## src/rtl/branch_redirect_ctrl.sv

```systemverilog
// Branch/jump redirect controller.
// Converts a taken branch or jump resolved in EX into a PC redirect.
// While the redirect is in flight it flushes IF/ID and ID/EX. It also keeps
// sticky misalignment status and saturating branch/redirect statistics.
//
// Fetch handshake: imem_ready is a level from instruction memory. It means
// the address currently presented (pc_target while PCSrc=1) was accepted this
// cycle. The redirect is held until the PC select reaches memory: it stays
// up until a cycle that has stall_in=0 (REDIRECT) and imem_ready=1.
module branch_redirect_ctrl #(
    parameter int CNT_W = 16
) (
    input  logic             clk,
    input  logic             reset,
    input  logic             Branch_ex,
    input  logic             Btaken,
    input  logic             Jump_ex,
    input  logic [31:0]      target_ex,
    input  logic             stall_in,
    input  logic             imem_ready,
    output logic             PCSrc,
    output logic [31:0]      pc_target,
    output logic             flush_ifid,
    output logic             flush_idex,
    output logic             redirect_busy,
    output logic             misalign_err,
    output logic [CNT_W-1:0] branch_count,
    output logic [CNT_W-1:0] taken_count,
    output logic [1:0]       state_dbg
);

    typedef enum logic [1:0] {
        IDLE       = 2'd0,
        REDIRECT   = 2'd1,
        WAIT_FETCH = 2'd2
    } state_t;

    state_t           state_q;
    logic             busy_q;
    logic             misalign_q;
    logic [31:0]      pc_target_q;
    logic [CNT_W-1:0] branch_cnt_q, branch_cnt_d;
    logic [CNT_W-1:0] taken_cnt_q, taken_cnt_d;

    logic idle_free;
    logic accept;
    logic branch_evt;

    // Requests are only seen in IDLE with the pipe moving. While busy, the
    // EX slot holds a wrong-path instruction that is being flushed.
    assign idle_free  = (state_q == IDLE) && !stall_in;
    assign accept     = idle_free && ((Branch_ex && Btaken) || Jump_ex);
    assign branch_evt = idle_free && Branch_ex && !Jump_ex;

    // Redirect FSM. The Moore outputs are registered alongside the state.
    always_ff @(posedge clk or posedge reset) begin
        if (reset) begin
            state_q     <= IDLE;
            busy_q      <= 1'b0;
            misalign_q  <= 1'b0;
            pc_target_q <= 32'd0;
        end else begin
            case (state_q)
                IDLE: begin
                    if (accept) begin
                        state_q     <= REDIRECT;
                        busy_q      <= 1'b1;
                        pc_target_q <= {target_ex[31:2], 2'b00};
                        if (target_ex[1:0] != 2'b00) begin
                            misalign_q <= 1'b1;
                        end
                    end
                end
                REDIRECT: begin
                    if (!stall_in) begin
                        if (imem_ready) begin
                            state_q <= IDLE;
                            busy_q  <= 1'b0;
                        end else begin
                            state_q <= WAIT_FETCH;
                        end
                    end
                end
                WAIT_FETCH: begin
                    if (imem_ready) begin
                        state_q <= IDLE;
                        busy_q  <= 1'b0;
                    end
                end
                default: begin
                    state_q <= IDLE;
                    busy_q  <= 1'b0;
                end
            endcase
        end
    end

    // Saturating next-state for the statistics counters.
    always_comb begin
        branch_cnt_d = branch_cnt_q;
        taken_cnt_d  = taken_cnt_q;
        if (branch_evt && (branch_cnt_q != {CNT_W{1'b1}})) begin
            branch_cnt_d = branch_cnt_q + CNT_W'(1);
        end
        if (accept && (taken_cnt_q != {CNT_W{1'b1}})) begin
            taken_cnt_d = taken_cnt_q + CNT_W'(1);
        end
    end

    // Statistics counter registers.
    always_ff @(posedge clk or posedge reset) begin
        if (reset) begin
            branch_cnt_q <= '0;
            taken_cnt_q  <= '0;
        end else begin
            branch_cnt_q <= branch_cnt_d;
            taken_cnt_q  <= taken_cnt_d;
        end
    end

    assign PCSrc         = busy_q;
    assign flush_ifid    = busy_q;
    assign flush_idex    = busy_q;
    assign redirect_busy = busy_q;
    assign misalign_err  = misalign_q;
    assign pc_target     = pc_target_q;
    assign branch_count  = branch_cnt_q;
    assign taken_count   = taken_cnt_q;
    assign state_dbg     = state_q;

endmodule

```

## config.mk

```make
export PLATFORM = sky130hd
export DESIGN_NAME = branch_redirect_ctrl
export DESIGN_NICKNAME = d
export VERILOG_FILES = /design/src/rtl/branch_redirect_ctrl.sv
export SDC_FILE = /design/constraint.sdc
export NUM_CORES = 1
export LEC_CHECK = 0
export BUFFER_PORTS_ARGS = -buffer_cell sky130_fd_sc_hd__clkbuf_2
export CAP_MARGIN = 0
export CELL_PAD_IN_SITES_DETAIL_PLACEMENT = 1
export CELL_PAD_IN_SITES_GLOBAL_PLACEMENT = 1
export CORE_MARGIN = 10
export CORE_UTILIZATION = 36
export DETAILED_ROUTE_END_ITERATION = 8
export PLACE_DENSITY_LB_ADDON = 0.25
export SLEW_MARGIN = 10
export SYNTH_ARGS = -nofsm -noshare
export SYNTH_HDL_FRONTEND = slang
export SYNTH_SLANG_ARGS = --single-unit
```

## constraint.sdc

```tcl
create_clock -name clk -period 2.2 [get_ports clk]
set_input_delay 0.11 -clock clk [delete_from_list [all_inputs] [get_ports clk]]
set_output_delay 0.11 -clock clk [all_outputs]
set_load 0.01 [all_outputs]
```

==> reports/metrics.yaml <==
run_status: "complete, no violations"
drc_errors: 0
wl_per_cell_um: 17.0
yosys.area_share.simple: 0.274
tightest_slew_ns: 0.606
period_needed_ns: 2.02
path_clk_slew_ns: 0.07
synth_area_per_cell_um2: 9.91
grt_max_degree: 45
relSlewSlack: 0.593
syn_inst: 303
finalWirelength_mm: 9.48
power_density_mw_per_mm2: 1060
stdcell_count: 557
hold_path_class: "in2reg"
gp_congestion: 0.769
grt_pass1_vias: 3038
start_kind: "register"
synth-warning-count: 0
p_switching_mw: 1.60
clkPwrFrac: 0.255
design.core.area_mm2: 0.00818
end_kind: "register"
dpl.hpwl_mm: 6.73
setup_viol: 0
synth_area_leader_cell: "dfrtp_1"
hp-start: "target_ex[0]"
final_antenna_net_count: 0
grt_overflow: 0
die_h_um: 111
crit_type: "reg2reg"
clock-root-buffer: "clkbuf_8"
h-tree-depth: 3
vdd_drop_max_mv: 0.426
postCtsSetupBuffers: 0
numCtsBuffers: 9
drtIter0Drc: 66
p_int_mw: 2.86
synth_edf_count: 0
whs_ns: 0.0354
finalSetupTns_ns: 0
worstReg2RegStart: "state_dbg[0]$_DFFE_PP0P_"
io_buffers: 107
synth-seq-cells: 66
nNetsFinal: 492
clockBufferDepth: 2
io_pins: 110
critPathLaunch: "state_dbg[0]$_DFFE_PP0P_"
syn_area_mm2: 0.00300
p_comb_frac: 0.326
synth_cell_type_count: 35
tritoncts: "yes"
dp_cells: 510
cp_max_fo: 6
initial_core_util: 0.367
ys_seq_area_frac: 0.550
die_w_um: 111
maxSlewViolCount: 0
synth_compound_area_frac: 0.0229
yosys.area.top_type_share: 0.550
async_flop_share: 1.00
wl_met2_mm: 5.15
wl_met1_mm: 3.74
p_leak_nw: 2.37
synth_top_family_by_area: "simple AND/OR/NAND/NOR gates"
grt_pass1_wl_mm: 15.8
highest_layer: "met4"
clock_latency_ns: 0.33
num_vias: 2721
dr.pass1.iters: 4
drive_gt1_frac: 0.312
synth-xor-area-share: 0.0816
p_seq_frac: 0.419
antenna_found_initial: 0
cp.arrival_ns: 2.27
syn_to_final_growth_pct: 40.4
period_share: 0.919
switching_share: 0.358
ys_top_cells_by_area: "dfrtp_1 (55%), nand2_1 (13%), xor2_1 (8.2%), nor3_1 (3.2%), ha_1 (2.5%)"
rows: 33
avgViaCountPerCell: 4.89
skew_ns: 0.0106
synth_fa_ha_area_frac: 0.0250
rsz0062_at_grt: "no"
timing.max_cap.violations: 0
wl_met3_um: 401
fmax_mhz: 495
hold_viol_final: 0
synth_ff_type: "dfrtp_1"
synthMuxAreaShare: 0.0162
numClockSinks: 66
track_usage: 0.154
antenna_cells: 0
die-area_mm2: 0.0124
crit_required_ns: 2.45
## state kept, by name, indices dropped and copies added (netlist names)
| signal | cells |
|---|---|
| PCSrc | 1 |
| branch_count | 16 |
| misalign_err | 1 |
| pc_target | 30 |
| state_dbg | 2 |
| taken_count | 16 |
## cell usage after synthesis, drive strengths merged, types with 2 or more instances
cell type and count:
and4 2, nand4 10, nor4 4, inv 6
dfrtp 66, nand2 103, and3 4, clkbuf 5
a21oi 4, nand3b 2, buf 7, nor3 19
xor2 28, a21o 2, nor2 9, nor4b 3
o21ai 2, mux2 4, nand3 8, ha 6
## cells by family after synthesis
| logic type | after synthesis |
|---|---|
| compound gates | 11 |
| xor+xnor | 28 |
| fa+ha+maj | 6 |
| buf+inv | 18 |
| flops | 66 |
| mux | 4 |
| other cells | 1 |
| simple gates | 169 |
## power groups by stage
stage | Combinational (mW) | Sequential [mW] | Clock [mW]
4_1_cts | 1.48 | 1.86 | 1.17
3_3_place_gp | 1.37 | 1.86 | 0
3_5_place_dp | 1.43 | 1.89 | 0
6_report | 1.45 | 1.87 | 1.14
5_1_grt | 1.63 | 1.93 | 1.23
2_1_floorplan | 0.625 | 2.01 | 0
## timing repair
| action | 4_1_cts | 5_1_grt |
|---|---|---|
| gates resized for setup | 0 | 1 |
| hold endpoints to repair | 52 | 0 |
| setup endpoints to repair | 0 | 1 |
| hold buffers | 31 | 0 |
## per-layer routing
layer,vias up,global-route usage
met5,-,0
met4,0,0.0583
met3,13,0.0370
li1,1289,-
met2,62,0.284
met1,1357,0.167
## path summary, 6_finish.rpt
kind                            slack (ns)  depth (start not counted)                           to
worst max register to register        0.18                          6  taken_count[10]$_DFFE_PP0P_
worst max-delay path                  0.18                          6  taken_count[10]$_DFFE_PP0P_
max in group asynchronous             1.24                          4  taken_count[10]$_DFFE_PP0P_
worst min register to register        0.48                          2    pc_target[26]$_DFFE_PP0P_
worst min-delay path                  0.04                          3     misalign_err$_DFFE_PP0P_
min in group asynchronous             0.34                          3  branch_count[4]$_DFFE_PP0P_
## critical path, cell delays in order, from the launching register on
cell	delay [ns]
dfrtp_1	0.41
inv_1	0.12
ha_1	0.22
nor2b_1	0.31
nand3b_1	0.25
nor4_1	0.43
xor2_1	0.19
## final cells by class
cell class / instances / area [um2]
clock buffers: 11 / 141
clock inverters: 5 / 77.6
fillers: 970 / 3960
inverters: 6 / 22.5
multi-input cells: 220 / 1280
flip-flops and latches: 66 / 1650
well taps: 105 / 131
repair buffers: 144 / 916
## metrics by stage
stage	area (um2)	total power, mW	utilization	worst slack [ns]
floorplan	3010	2.63	-	0.435
global placement	3680	3.24	0.450	0.344
detailed placement	3680	3.32	0.450	0.203
CTS	4210	4.51	0.515	0.184
global route	4220	4.78	0.516	0.0304
finish	4220	4.45	0.516	0.179
## layout by cell type (no fill, tap or decap), types with 3 or more instances in the layout
cell type,n
dfrtp_1,66
clkbuf_8,10
nand4_1,8
clkbuf_2,107
a21oi_1,4
nor3_1,19
ha_1,6
mux2_2,3
buf_4,4
nand2_1,103
nor2_1,7
xor2_1,28
inv_1,5
nand3_1,8
and3_1,4
dlygate4sd3_1,31
(Power assumes the default switching activity.)
